File: config.mk
export PLATFORM = sky130hd
export DESIGN_NAME = fb_scheduler
export DESIGN_NICKNAME = d
export VERILOG_FILES = /design/src/rtl/fb_pkg.sv /design/src/rtl/fb_sweep_counter.sv /design/src/rtl/fb_scheduler.sv
export SDC_FILE = /design/constraint.sdc
export NUM_CORES = 1
export LEC_CHECK = 0
export CAP_MARGIN = 5
export CORE_MARGIN = 5
export CORE_UTILIZATION = 44
export DETAILED_ROUTE_END_ITERATION = 10
export GPL_TIMING_DRIVEN = 0
export MAX_ROUTING_LAYER = met4
export PLACE_DENSITY = 0.81
export SETUP_SLACK_MARGIN = 0.2
export SLEW_MARGIN = 20
export SYNTH_ARGS = -nofsm -noshare
export SYNTH_HDL_FRONTEND = slang
export SYNTH_SLANG_ARGS = --single-unit
File: constraint.sdc
create_clock -name clk -period 2.95 [get_ports clk]
set_clock_uncertainty 0.2 [all_clocks]
set_input_delay 0.59 -clock clk [delete_from_list [all_inputs] [get_ports clk]]
set_output_delay 0.59 -clock clk [all_outputs]
set_load 0.02 [all_outputs]
File: src/rtl/fb_pkg.sv
// Frame buffer scheduler shared types and default geometry (800x600 screen, 4x downscale).
package fb_pkg;
  typedef enum logic [1:0] {
    IDLE      = 2'd0,
    CLEAR     = 2'd1,
    SWAP_WAIT = 2'd2
  } fb_state_t;

  localparam int H_VIS_DEF    = 800;
  localparam int V_VIS_DEF    = 600;
  localparam int PXL_SHIFT_DEF = 2;
  localparam int FB_W         = H_VIS_DEF >> PXL_SHIFT_DEF;
  localparam int FB_H         = V_VIS_DEF >> PXL_SHIFT_DEF;
  localparam int FB_ADDR_BITS = 1 + 8 + 8;
endpackage

File: src/rtl/fb_sweep_counter.sv
// Raster x/y counter for the clear sweep: advances one pixel per enabled cycle, wraps x into y.
// last_o flags the final pixel combinationally; clr_i restarts at (0,0) on the next edge.
module fb_sweep_counter
  import fb_pkg::*;
#(
  parameter int X_BITS = 8,
  parameter int Y_BITS = 8,
  parameter int W      = FB_W,
  parameter int H      = FB_H
) (
  input  logic              clk,
  input  logic              reset_n,
  input  logic              clr_i,
  input  logic              en_i,
  output logic [X_BITS-1:0] x_o,
  output logic [Y_BITS-1:0] y_o,
  output logic              last_o
);
  localparam logic [X_BITS-1:0] X_MAX = X_BITS'(W - 1);
  localparam logic [Y_BITS-1:0] Y_MAX = Y_BITS'(H - 1);

  logic [X_BITS-1:0] x_q, x_d;
  logic [Y_BITS-1:0] y_q, y_d;
  logic              x_last, y_last;

  assign x_last = (x_q == X_MAX);
  assign y_last = (y_q == Y_MAX);

  always_comb begin
    x_d = x_q;
    y_d = y_q;
    if (clr_i) begin
      x_d = '0;
      y_d = '0;
    end else if (en_i) begin
      if (x_last) begin
        x_d = '0;
        y_d = y_last ? '0 : y_q + 1'b1;
      end else begin
        x_d = x_q + 1'b1;
      end
    end
  end

  always_ff @(posedge clk or negedge reset_n) begin
    if (!reset_n) begin
      x_q <= '0;
      y_q <= '0;
    end else begin
      x_q <= x_d;
      y_q <= y_d;
    end
  end

  assign x_o    = x_q;
  assign y_o    = y_q;
  assign last_o = x_last && y_last;
endmodule

File: src/rtl/fb_scheduler.sv
// Single-port frame buffer arbiter: display reads (same-cycle, never stalled) beat clear sweep beat drawer.
// Drawer is backpressured via wr_ready during visible pixels and while busy; bank swap waits for vblank start.
module fb_scheduler
  import fb_pkg::*;
#(
  parameter int H_VIS_AREA_PXL = H_VIS_DEF,
  parameter int V_VIS_AREA_PXL = V_VIS_DEF,
  parameter int H_NUM_BITS     = 11,
  parameter int V_NUM_BITS     = 10,
  parameter int PXL_SHIFT      = PXL_SHIFT_DEF,
  parameter int FB_X_BITS      = 8,
  parameter int FB_Y_BITS      = 8,
  parameter int COLOR_WIDTH    = 8
) (
  input  logic                              clk,
  input  logic                              reset_n,
  input  logic [H_NUM_BITS-1:0]             h_pxl_count,
  input  logic [V_NUM_BITS-1:0]             v_pxl_count,
  input  logic                              wr_valid,
  output logic                              wr_ready,
  input  logic [FB_X_BITS-1:0]              wr_x,
  input  logic [FB_Y_BITS-1:0]              wr_y,
  input  logic [COLOR_WIDTH-1:0]            wr_color,
  input  logic                              clear_req,
  input  logic [COLOR_WIDTH-1:0]            clear_color,
  input  logic                              swap_req,
  output logic                              busy,
  output logic                              swap_done,
  output logic                              front_bank,
  output logic                              mem_en,
  output logic                              mem_we,
  output logic [FB_Y_BITS+FB_X_BITS:0]      mem_addr,
  output logic [COLOR_WIDTH-1:0]            mem_wdata
);
  localparam int FBW = H_VIS_AREA_PXL >> PXL_SHIFT;
  localparam int FBH = V_VIS_AREA_PXL >> PXL_SHIFT;
  localparam logic [H_NUM_BITS-1:0] H_VIS = H_NUM_BITS'(H_VIS_AREA_PXL);
  localparam logic [V_NUM_BITS-1:0] V_VIS = V_NUM_BITS'(V_VIS_AREA_PXL);
  localparam logic [FB_X_BITS-1:0]  X_MAX = FB_X_BITS'(FBW - 1);
  localparam logic [FB_Y_BITS-1:0]  Y_MAX = FB_Y_BITS'(FBH - 1);

  fb_state_t               state_q, state_d;
  logic                    front_q, front_d;
  logic                    swap_done_q, swap_done_d;
  logic                    pend_q, pend_d;
  logic [COLOR_WIDTH-1:0]  clr_color_q, clr_color_d;

  logic                    sweep_clr, sweep_en, sweep_last;
  logic [FB_X_BITS-1:0]    sweep_x;
  logic [FB_Y_BITS-1:0]    sweep_y;
  logic [H_NUM_BITS-1:0]   h_fb;
  logic [V_NUM_BITS-1:0]   v_fb;
  logic                    disp_rd, vblank_start, wr_in_range;

  assign h_fb         = h_pxl_count >> PXL_SHIFT;
  assign v_fb         = v_pxl_count >> PXL_SHIFT;
  assign disp_rd      = (h_pxl_count < H_VIS) && (v_pxl_count < V_VIS);
  assign vblank_start = (h_pxl_count == '0) && (v_pxl_count == V_VIS);
  assign wr_in_range  = (wr_x <= X_MAX) && (wr_y <= Y_MAX);

  fb_sweep_counter #(
    .X_BITS (FB_X_BITS),
    .Y_BITS (FB_Y_BITS),
    .W      (FBW),
    .H      (FBH)
  ) u_sweep (
    .clk     (clk),
    .reset_n (reset_n),
    .clr_i   (sweep_clr),
    .en_i    (sweep_en),
    .x_o     (sweep_x),
    .y_o     (sweep_y),
    .last_o  (sweep_last)
  );

  always_ff @(posedge clk or negedge reset_n) begin
    if (!reset_n) begin
      state_q     <= IDLE;
      front_q     <= 1'b0;
      swap_done_q <= 1'b0;
      pend_q      <= 1'b0;
      clr_color_q <= '0;
    end else begin
      state_q     <= state_d;
      front_q     <= front_d;
      swap_done_q <= swap_done_d;
      pend_q      <= pend_d;
      clr_color_q <= clr_color_d;
    end
  end

  always_comb begin
    state_d     = state_q;
    front_d     = front_q;
    swap_done_d = 1'b0;
    pend_d      = pend_q;
    clr_color_d = clr_color_q;
    sweep_clr   = 1'b0;
    case (state_q)
      IDLE: begin
        // A simultaneous swap is remembered and honoured once the clear finishes.
        if (clear_req) begin
          state_d     = CLEAR;
          clr_color_d = clear_color;
          pend_d      = swap_req;
          sweep_clr   = 1'b1;
        end else if (swap_req) begin
          state_d = SWAP_WAIT;
        end
      end
      CLEAR: begin
        if (sweep_en && sweep_last) begin
          state_d = pend_q ? SWAP_WAIT : IDLE;
          pend_d  = 1'b0;
        end
      end
      SWAP_WAIT: begin
        if (vblank_start) begin
          front_d     = ~front_q;
          swap_done_d = 1'b1;
          state_d     = IDLE;
        end
      end
      default: state_d = IDLE;
    endcase
  end

  // Memory port is combinational so a read lands the cycle after its counts, matching vga latency.
  always_comb begin
    wr_ready  = 1'b0;
    mem_en    = 1'b0;
    mem_we    = 1'b0;
    mem_addr  = '0;
    mem_wdata = '0;
    sweep_en  = 1'b0;
    if (reset_n) begin
      if (disp_rd) begin
        mem_en   = 1'b1;
        mem_addr = {front_q, v_fb[FB_Y_BITS-1:0], h_fb[FB_X_BITS-1:0]};
      end else begin
        case (state_q)
          IDLE: begin
            wr_ready = 1'b1;
            if (wr_valid && wr_in_range) begin
              mem_en    = 1'b1;
              mem_we    = 1'b1;
              mem_addr  = {~front_q, wr_y, wr_x};
              mem_wdata = wr_color;
            end
          end
          CLEAR: begin
            sweep_en  = 1'b1;
            mem_en    = 1'b1;
            mem_we    = 1'b1;
            mem_addr  = {~front_q, sweep_y, sweep_x};
            mem_wdata = clr_color_q;
          end
          default: ;
        endcase
      end
    end
  end

  assign busy       = (state_q != IDLE);
  assign swap_done  = swap_done_q;
  assign front_bank = front_q;
endmodule

==> metrics.yaml <==
power:
  p_int_uw: 1359
  ir_drop_mv: 0.3930
  p_clk_share_pct: 18.7
  seq_power_share_pct: 24.3
  p_comb_share_pct: 57.0
  sw_frac_of_total_pct: 43.32
  power_density_mw_per_mm2: 576.6
  p_leak_uw: 0.001676
  switchingPower_uw: 1038
run_status:
  violations: "setup timing"
  outcome: "complete, but fails checks"
clock_tree:
  insertion_delay_ns: 0.29
  cts_inserted_buffers: 5
  root_buffer: "clkbuf_8"
  htree_levels: 2
  clk_path_buf_depth: 2
  cts.clk_slew.worst_paths_ns: 0.07
  hold_buffers: 0
  cts_tree: "built"
  clock_sinks: 29
timing:
  max_slew_margin_pct: 47.33
  hold_violations: 0
  worst_pin_slew_ns: 0.7835
  setup_viol: 18
  rsz0062_at_grt: "yes"
  period_share_pct: 106.6
  layout_setup_ws_ns: -0.1946
  tns_ns: -0.7970
  report.final.slew_viol_count: 0
  fmax_mhz: 318.0
  finalCriticalPeriod_ns: 3.145
worst_setup_path:
  reg2reg_to: "u_sweep.y_o[3]"
  rr_startpoint: "u_sweep.x_o[6]"
  ff2ff_setup_slack_ns: 0.38
  cp.required_ns: 2.16
  cp-end-kind: "primary output"
  crit_fanout: 3
  worstPathArrival_ns: 2.35
  r2r_cells: 4
  worstSetupStartpointType: "input port"
  crit_type: "in -> out"
cells_and_area:
  area_growth_pct: 84.71
  finalNonFillerCells: 463
  fillCellCount: 226
  fin_nets: 453
  multi_input_area_mm2: 0.001737
  drive_gt1_share_pct: 38.17
  antennaDiodeCount: 0
  regArea_um2: 728.2
synthesis:
  syn_nets: 323
  synth_cell_type_count: 58
  synth_ff_type: "dfrtp_1"
  synthArstFlopShare_pct: 100.0
  yosysTopAreaCell: "dfrtp_1"
  ys_warn_count: 0
  syn-instance-count: 262
  synth.cell_area_mm2: 0.002251
  synth_top_cell_area_share_pct: 32.24
  ys_seq_elements: 29
  synthTopCellsByArea: "dfrtp_1, a32oi_1, nand2_1"
  ys_seq_area_share_pct: 32.24
  avgSynthCellArea_um2: 8.591
  synth_edf_count: 0
floorplanning:
  dieArea_mm2: 0.006646
  ios: 89
  start_util_pct: 44.64
  die_y_um: 81.53
  fp.dieW_um: 81.53
  core_area_mm2: 0.005042
  rows: 26
grt:
  grt_max_degree: 31
  antenna_found_initial: 0
  overflow: 0
  grt_pass1_vias: 3030
  track_usage_pct: 34.19
  grt_pass1_wl_um: 16330
route:
  num_vias: 3318
  drc: 0
  ant_nets: 0
  avgRoutedWirePerCell_um: 28.15
  drt_first_pass_iters: 5
  wirelength_um: 13030
  drtIter0Drc: 406
  routed_via_density: 7.166
hold_path:
  min_path_type: "in -> async"
placement:
  place_inst: 420
  port_buffers: 88
  place_congestion: 0.9047
  dp_hpwl_um: 6227
job:
  maxCapViolCount: 0
==> state kept, by name, indices dropped and copies added, names as in the netlist <==
| name | cells |
|---|---|
| clr_color_q | 8 |
| u_sweep.x_o | 8 |
| pend_q | 1 |
| u_sweep.y_o | 8 |
| front_bank | 1 |
| swap_done | 1 |
| state_q | 2 |
==> metrics by stage <==
step                      hold WS, ns  power, µW  utilization, %  area, µm²  setup WS (ns)
after CTS                     0.04158       2168           78.66       3966       0.002977
after global placement         0.2589       1400           64.42       3248         -1.374
after detailed placement       0.2710       1419           64.32       3243         -1.146
after global routing          0.05866       2473           82.46       4158        -0.2490
final                         0.02339       2397           82.46       4158        -0.1946
after floorplan               0.09441       1059               -       2280         0.1746
==> per-layer routing <==
metal | GRT usage [%] | up-vias | wire length [µm]
li1 | - | 1298 | -
met1 | 39.23 | 1563 | 4437
met2 | 54.23 | 349 | 5887
met3 | 7.237 | 108 | 1641
met4 | 21.62 | 0 | 1067
met5 | - | - | 0
==> worst max-delay path by stage <==
stage,end,from,depth (start not counted),slack [ns]
after floorplan,mem_wdata[0],h_pxl_count[7],6,0.17
after global placement,mem_addr[8],reset_n,6,-1.37
after detailed placement,mem_addr[12],wr_y[4],7,-1.15
after CTS,mem_addr[12],h_pxl_count[6],9,0.003
after global routing,mem_addr[11],state_q[0],8,-0.25
final,mem_addr[15],wr_y[4],7,-0.19
==> Yosys cell counts, types with 3 or more instances <==
master     instances
inv_1              4
clkbuf_1           9
nor3b_1            3
buf_6              3
buf_2              7
o211ai_1           5
a21oi_1            6
nor3_1             4
nand4_1            7
nor2b_1            3
nor4_1             9
o21ai_0            8
a32o_1             3
nand3_1            9
nand3b_1           3
o2bb2ai_1         15
nand2_1           38
a31o_2             3
nor2_1            18
a32oi_1           23
and2_1             3
mux2i_1            3
and3_1             3
ha_1               3
dfrtp_1           29
==> worst max-delay path, cell delays in order <==
cell	delay [ns]
clkdlybuf4s15_1	0.24
a211o_1	0.35
buf_4	0.16
nor2_1	0.38
a32oi_1	0.30
o2bb2ai_4	0.20
buf_6	0.13
==> power by group through the flow <==
stage	sequential, µW	clock [µW]	combinational, µW
after floorplan	539	0	521
after global placement	560	0	840
after detailed placement	563	0	855
after CTS	558	441	1170
after global routing	587	468	1420
final	582	449	1370
==> cell type report <==
cell class                      count  share of cell area (%)
Buffer                             22                   5.597
Clock buffer                        7                   2.076
Clock inverter                      1                  0.7222
Inverter                            4                  0.3611
Multi-Input combinational cell    207                   41.77
Sequential cell                    29                   17.51
Tap cell                           70                   2.107
Timing Repair Buffer              123                   29.85
==> what timing repair did <==
action | CTS | global route
resized for setup | 303 | 30
pin swaps | 22 | 16
cloned | 6 | 0
buffers inserted | 23 | 6
setup endpoints to repair | 28 | 28
==> cell usage in the layout (no fill, tap or decap), types with 4 or more instances in the layout <==
cell type	n
nor4_1	8
nand4_1	7
nor2_4	4
clkbuf_8	9
a21oi_1	4
buf_6	34
buf_4	32
clkdlybuf4s50_1	35
clkbuf_1	5
a32oi_1	19
clkdlybuf4s15_1	4
buf_2	6
nor3_1	4
o21ai_0	5
inv_1	4
buf_12	4
o211ai_1	5
nor2_1	13
dfrtp_1	27
buf_8	8
o2bb2ai_1	4
nand2_1	38
o2bb2ai_4	8
dlygate4sd2_1	7
nand3_1	8
==> kinds of logic (layout without fill, tap and decap cells) <==
kind of cell / after synthesis / in the layout / share of synthesized area [%]
xor+xnor: 1 / 1 / 0.3892
compound gates: 83 / 83 / 30.18
mux: 3 / 3 / 1.334
fa+ha+maj: 3 / 3 / 1.668
flops: 29 / 29 / 32.24
buf+inv: 26 / 157 / 6.503
simple gates: 117 / 117 / 27.68
(Power assumes the default switching activity.)
